File: src/rtl/lsu_wait_ctrl.sv
// rtl/lsu_wait_ctrl.sv - memory-stage load/store unit with req/ack wait states and lane steering
// Optional macro LSU_TIMEOUT_EN: abort an unacknowledged access after TIMEOUT cycles and pulse fault_o.
module lsu_wait_ctrl #(
    parameter int XLEN    = 32,
    parameter int ADDR_W  = 32,
    parameter int TIMEOUT = 15
) (
    input  logic                clk,
    input  logic                rst,
    input  logic                req_valid,
    input  logic                is_load,
    input  logic                is_store,
    input  logic [2:0]          funct3,
    input  logic [ADDR_W-1:0]   addr,
    input  logic [XLEN-1:0]     wdata_i,
    output logic                mem_req,
    output logic                mem_we,
    output logic [ADDR_W-1:0]   mem_addr,
    output logic [XLEN-1:0]     mem_wdata,
    output logic [XLEN/8-1:0]   mem_mask,
    input  logic                mem_ack,
    input  logic [XLEN-1:0]     mem_rdata,
    output logic                stall_o,
    output logic [XLEN-1:0]     rdata_o,
    output logic                done_o,
    output logic                misalign_o,
    output logic                fault_o
);
    localparam int BPW   = XLEN / 8;
    localparam int OFF_W = $clog2(BPW);

    typedef enum logic {IDLE, ACCESS} state_t;
    state_t state;

    logic [OFF_W-1:0] off;
    logic [OFF_W-1:0] r_off;
    logic [OFF_W-1:0] align_mask;
    logic [1:0]       size;
    logic [1:0]       r_size;
    logic             r_uns;
    logic             req_go;
    logic             misalign;
    logic [BPW-1:0]   base_mask;
    logic [BPW-1:0]   lane_mask;
    logic [XLEN-1:0]  lane_wdata;
    logic [XLEN-1:0]  rd_shift;
    logic [XLEN-1:0]  keep;
    logic             sign_bit;
    logic [XLEN-1:0]  ld_ext;

    assign off    = addr[OFF_W-1:0];
    assign size   = funct3[1:0];
    assign req_go = req_valid & (is_load | is_store);

    // Address request path: alignment check and lane placement of store data
    always_comb begin
        align_mask = OFF_W'((4'd1 << size) - 4'd1);
        misalign   = (|(off & align_mask)) | ((size == 2'b11) && (XLEN == 32));
        case (size)
            2'b00:   base_mask = BPW'(1);
            2'b01:   base_mask = BPW'(3);
            2'b10:   base_mask = BPW'(15);
            default: base_mask = '1;
        endcase
        lane_mask  = base_mask << off;
        lane_wdata = wdata_i << {off, 3'b000};
    end

    // Load return path: right-align the lane, then sign- or zero-fill above it
    always_comb begin
        rd_shift = mem_rdata >> {r_off, 3'b000};
        case (r_size)
            2'b00:   begin keep = XLEN'(64'hFF);        sign_bit = rd_shift[7];  end
            2'b01:   begin keep = XLEN'(64'hFFFF);      sign_bit = rd_shift[15]; end
            2'b10:   begin keep = XLEN'(64'hFFFF_FFFF); sign_bit = rd_shift[31]; end
            default: begin keep = '1;                   sign_bit = 1'b0;         end
        endcase
        ld_ext = (rd_shift & keep) | ({XLEN{~r_uns & sign_bit}} & ~keep);
    end

    // The pipeline advances on the ack edge, so stall drops in the ack cycle itself
    assign stall_o = (state == ACCESS) ? ~mem_ack : (req_go & ~misalign);

`ifdef LSU_TIMEOUT_EN
    localparam int CNT_W = $clog2(TIMEOUT + 1);
    logic [CNT_W-1:0] wait_cnt;
`else
    assign fault_o = 1'b0;
`endif

    always_ff @(posedge clk or negedge rst) begin
        if (!rst) begin
            state      <= IDLE;
            mem_req    <= 1'b0;
            mem_we     <= 1'b0;
            mem_addr   <= '0;
            mem_wdata  <= '0;
            mem_mask   <= '0;
            rdata_o    <= '0;
            done_o     <= 1'b0;
            misalign_o <= 1'b0;
            r_off      <= '0;
            r_size     <= '0;
            r_uns      <= 1'b0;
`ifdef LSU_TIMEOUT_EN
            wait_cnt   <= '0;
            fault_o    <= 1'b0;
`endif
        end else begin
            done_o     <= 1'b0;
            misalign_o <= 1'b0;
`ifdef LSU_TIMEOUT_EN
            fault_o    <= 1'b0;
`endif
            case (state)
                IDLE: begin
                    if (req_go) begin
                        if (misalign) begin
                            misalign_o <= 1'b1;
                        end else begin
                            state     <= ACCESS;
                            mem_req   <= 1'b1;
                            mem_we    <= is_store;
                            mem_addr  <= {addr[ADDR_W-1:OFF_W], {OFF_W{1'b0}}};
                            mem_mask  <= lane_mask;
                            mem_wdata <= lane_wdata;
                            r_off     <= off;
                            r_size    <= size;
                            r_uns     <= funct3[2];
                        end
                    end
                end
                ACCESS: begin
                    if (mem_ack) begin
                        state   <= IDLE;
                        mem_req <= 1'b0;
                        mem_we  <= 1'b0;
                        done_o  <= 1'b1;
                        if (!mem_we) begin
                            rdata_o <= ld_ext;
                        end
`ifdef LSU_TIMEOUT_EN
                        wait_cnt <= '0;
                    end else if (wait_cnt == CNT_W'(TIMEOUT - 1)) begin
                        // This edge is the one on which the count would reach TIMEOUT
                        state    <= IDLE;
                        mem_req  <= 1'b0;
                        mem_we   <= 1'b0;
                        fault_o  <= 1'b1;
                        wait_cnt <= '0;
                    end else begin
                        wait_cnt <= wait_cnt + 1'b1;
`endif
                    end
                end
                default: state <= IDLE;
            endcase
        end
    end
endmodule

File: config.mk
export PLATFORM = sky130hd
export DESIGN_NAME = lsu_wait_ctrl
export DESIGN_NICKNAME = d
export VERILOG_FILES = /design/src/rtl/lsu_wait_ctrl.sv
export SDC_FILE = /design/constraint.sdc
export NUM_CORES = 1
export LEC_CHECK = 0
export ABC_AREA = 1
export BUFFER_PORTS_ARGS = -buffer_cell sky130_fd_sc_hd__buf_2
export CORE_MARGIN = 2
export CORE_UTILIZATION = 49
export CTS_CLUSTER_SIZE = 8
export DETAILED_ROUTE_END_ITERATION = 8
export HOLD_SLACK_MARGIN = 0.03
export PLACE_DENSITY = 0.86
export RECOVER_POWER = 25
export SLEW_MARGIN = 20
export SYNTH_ARGS = -nofsm -noshare
export SYNTH_HDL_FRONTEND = slang
export SYNTH_SLANG_ARGS = --single-unit
File: constraint.sdc
create_clock -name clk -period 2.23 [get_ports clk]
set_input_delay 0.3345 -clock clk [delete_from_list [all_inputs] [get_ports clk]]
set_output_delay 0.3345 -clock clk [all_outputs]
set_load 0.005 [all_outputs]
# Word-level counts from Yosys, hierarchy flattened
# Index checks and enable logic that the tools add are counted.
# word_totals
register_bits	108
inputBits	105
output_inout_bits	106
elab_cells	65
# op_classes
add_sub_neg	1
eq_ne	7
shifts	4
muxes	20
bitwise	15
n_reduce_logical	6
# ops
cell	count
AND 32 bit	2
one-hot mux 32 bit (2 select lines)	1
NOT 32 bit	1
bitwise OR 32 bit	1
left shift 32 x 5 -> 32 bit	1
>> shifter 32 x 5 -> 32 bit	1
two-way mux 1 bit	14
AND reduction 3 bit	3
one-hot mux 4 bit (2 select lines)	1
inequality test 2 bit (second input constant)	3
one-hot mux 1 bit (2 select lines)	3
NOT 1 bit	5
equality test 2 x 1 -> 1 bit (second input constant)	2
equality test 2 bit (second input constant)	2
logical NOT 2 bit	2
left shift 4 x 2 -> 4 bit	1
AND 1 bit	3
one-hot mux 1 bit (3 select lines)	1
AND 2 bit	1
bitwise OR 1 bit	2
OR reduction 2 bit	1
left shift 1 x 2 -> 2 bit (first input constant)	1
subtractor 2 x 1 -> 2 bit (second input constant)	1

# Logic depth before layout (Yosys ltp)
# depth
ltp_word	8
depth_mapped	11
ltp_nobuf	9

# Worst setup path before layout
# OpenSTA, ideal clock, no wires.
# synth_path
path_type	input -> output
startpoint	input funct3[0]
endpoint	output stall_o
arrival_time_ps	1541
t_required_ps	1896
slack_ps	355
path_stages	9
path_cell_list	nor2_1 > inv_1 > ha_1 > o21ai_2 > nor2_4 > nand2_4 > buf_4 > buf_6 > o21ai_0
# synth_between
elab_chain_len	8
elab_cells_between_ends	9
# synth_rtl
item	line	source
start, declared	13	input logic [2:0] funct3,
left shift 1 x 2 -> 2 bit	57	align_mask = OFF_W'((4'd1 << size) - 4'd1);
subtractor 2 x 1 -> 2 bit	57	
AND 2 bit	58	misalign = (|(off & align_mask)) | ((size == 2'b11) && (XLEN == 32));
OR reduction 2 bit	58	
bitwise OR 1 bit *	58	
NOT 1 bit (no source line) *	-	
AND 1 bit *	82	assign stall_o = (state == ACCESS) ? ~mem_ack : (req_go & ~misalign);
two-way mux 1 bit *	82	
end, declared	23	output logic stall_o,
# Every way passes the cells marked *; elsewhere a longest branch is shown, timed or not.

# Worst setup path after layout
# Ends and elaborated chain as after synthesis.

==> run metrics <==
die area=around 11000 um2; initial DRC count=358; pins over their slew limit=0; clk root buf=clkbuf_8; final WL=~14000 um; vias in the first global route=between 4000 and 5000; slowest stage delay, CP=290 ps; initial core utilization=50.35%; reg-to-reg startpoint=r_off[1]; dpl hpwl=between 10000 and 15000 um; Worst-path clk slew=120 ps; pre-CTS WS=76.14 ps; CP delay by family, top=buffers and inverters; NumNets Final=956; Final ANT Viol Nets=0; DR DRC count=0; slew margin rel.=31.31%; Fmax achieved=494.1 MHz; final setup margin=206.0 ps; most frequent cells in the layout=nand2_1 (244), buf_2 (205), dfrtp_1 (108); mapped cell area=5197 um2; setup_tns=0 ps; hold path cells=3; min-delay worst type=in -> reg; H-Tree Depth=3; CP Class=in -> out; Synth cell types=28; Worst Path Buf+Inv=3; Syn Inst Count=658; EDFF count, synth=0; Chip Width=107.0 um; minimum clock period after layout=2024 ps; pwr/cell area=977.3 nW/um2; fillers=935; peak supply drop=just over 500 uV; status=finished, final reports clean; first-pass GRT wire length=approximately 23000 um; Pwr Total=between 0.006 and 0.007 W; Syn-to-layout area delta=24.19%; routed len/inst=14.47 um; Via density=5.153; R2R Path End=rdata_o[24]; gr ovfl total=0; drt pass-1 iters=5; Site Rows=37; sequential share of the synthesized area=52.00%; Setup Fix Bufs, Post-CTS=0; Port Buffer Count=207; post-layout util=62.53%; Hold Buf Count CTS=1; critical path endpoint category=primary output; Leakage Power=about 3.6 nW; CP max stage cell=ha_1; worst skew pair latency=380 ps; Total GRT Usage=25.68%; Synthesis Warnings=0; Worst Skew=12.62 ps; Setup crit start kind=input pin; Worst Tran Pin Value=1030 ps; RSZ-0062 raised after global routing=false; worst path cell trace=buf_2, nor2_1, inv_1, ha_1, o21ai_2, nor2_4, nand2_4, o21ai_0, buf_2; GPL Wtd Cong=0.8610; Fin. Hold Viols=0; Resized cells post-CTS=0; fin crit share=90.76%; Worst Hold Path EP=mem_addr[25]; largest net degree at the start of global routing=42; Core Area=10320 um2; CTS max path bufs=2; R2R setup slack=approximately 440 ps; total number of vias=5107; layout cells sized above 1=29.36%; TritonCTS Sinks=108; ANT cells=0; die height=around 110 um; Worst R2R Path Depth=5; Syn Area/Cell=around 7.9 um2; CP most frequent cell=buf_2; CP required=1900 ps; # IOs=211; flops & latches, synth=about 110; Num CTS Buffers=9; placed insts=974; CTS tree=built; CP startpoint=funct3[0]; Async S/R FF share, synth=100.0%; Crit Path Max Fanout=16; top_reg_cell synth=dfrtp_1; setup violators final=0; HP Start=addr[25]; Max Cap Viol=0; most common cell after layout, fill and taps aside=nand2_1; Finished Layout Cells=between 900 and 1000; antenna violations before repair=0; Arrival @ worst endpoint=1690 ps
==> area by class of cell <==
class                      instances  area, um2  share of cell area [%]
sequential                       108       2703                   41.87
multi-input combinational        473       2091                   32.39
timing repair buffer             221       1140                   17.66
tap                              136      170.2                   2.636
inverter                          37      147.6                   2.287
clock buffer                       9      123.9                   1.919
clock inverter                     7      80.08                   1.241
==> cell families after synthesis <==
family,share of synthesized area (%)
AO/OA/AOI/OAI,14.90
adder cells (fa/ha/maj),0.2407
buffers and inverters,7.920
flip-flops,52.00
other,0.07215
AND/OR/NAND/NOR,24.87
==> cell usage after synthesis, types with 2 or more instances <==
cell      count  area [um2]
buf_2        19       95.09
buf_6         7       78.83
a31oi_1       4       25.02
nor2_4        2       22.52
o21ai_1      18       90.09
dfrtp_1     108        2703
inv_4         3       18.77
inv_2         3       11.26
o211ai_1     11       82.58
a21oi_1      62       310.3
inv_1        30       112.6
o21ai_0      50       250.2
nand2_1     244       915.9
clkbuf_1      8       30.03
nand3_1      19       95.09
nor2_1       48       180.2
buf_4         8       60.06
nor2_2        3       18.77
nand3_2       2       20.02
==> through the flow <==
| step | hold WS [ps] | cell area (um2) |
|---|---|---|
| 2_1_floorplan | 38.91 | 5205 |
| 3_3_place_gp | 349.0 | 6260 |
| 3_5_place_dp | 354.9 | 6260 |
| 4_1_cts | 116.9 | 6474 |
| 5_1_grt | 106.1 | 6455 |
| 6_report | 127.7 | 6455 |
==> routing by layer <==
metal  track usage, %  vias up  wire length, um
li1                 -     2482                -
met1            32.79     2342             5978
met2            42.95      259             6807
met3            6.565       24             1225
met4            8.163        0              324
met5                0        -                0
==> where the power goes <==
group / total, W / leakage, nW / internal (W) / switching, W
clock: 0.00120 / 0.0994 / 0.000447 / 0.000757
combinational: 0.00212 / 2.16 / 0.000929 / 0.00120
sequential: 0.00298 / 1.34 / 0.00259 / 0.000390
==> worst min-delay path, cell delays in order <==
cell,delay [ps]
buf_2,70
nand2_1,40
nand2_1,40
==> registers in the layout, indices dropped and copies added (netlist names) <==
name and cells:
mem_we 1, state 1, done_o 1, r_off 2, rdata_o 32, r_size 2
mem_wdata 32, mem_addr 30, mem_mask 4, mem_req 1, r_uns 1, misalign_o 1
==> worst max path at each step <==
stage                     end  cells past startpoint
finish                stall_o                      9
floorplan             stall_o                      9
CTS                   stall_o                      9
global route          stall_o                      9
detailed placement  r_size[0]                      9
global placement    r_size[0]                      9
Power figures use the tool's default switching activity.
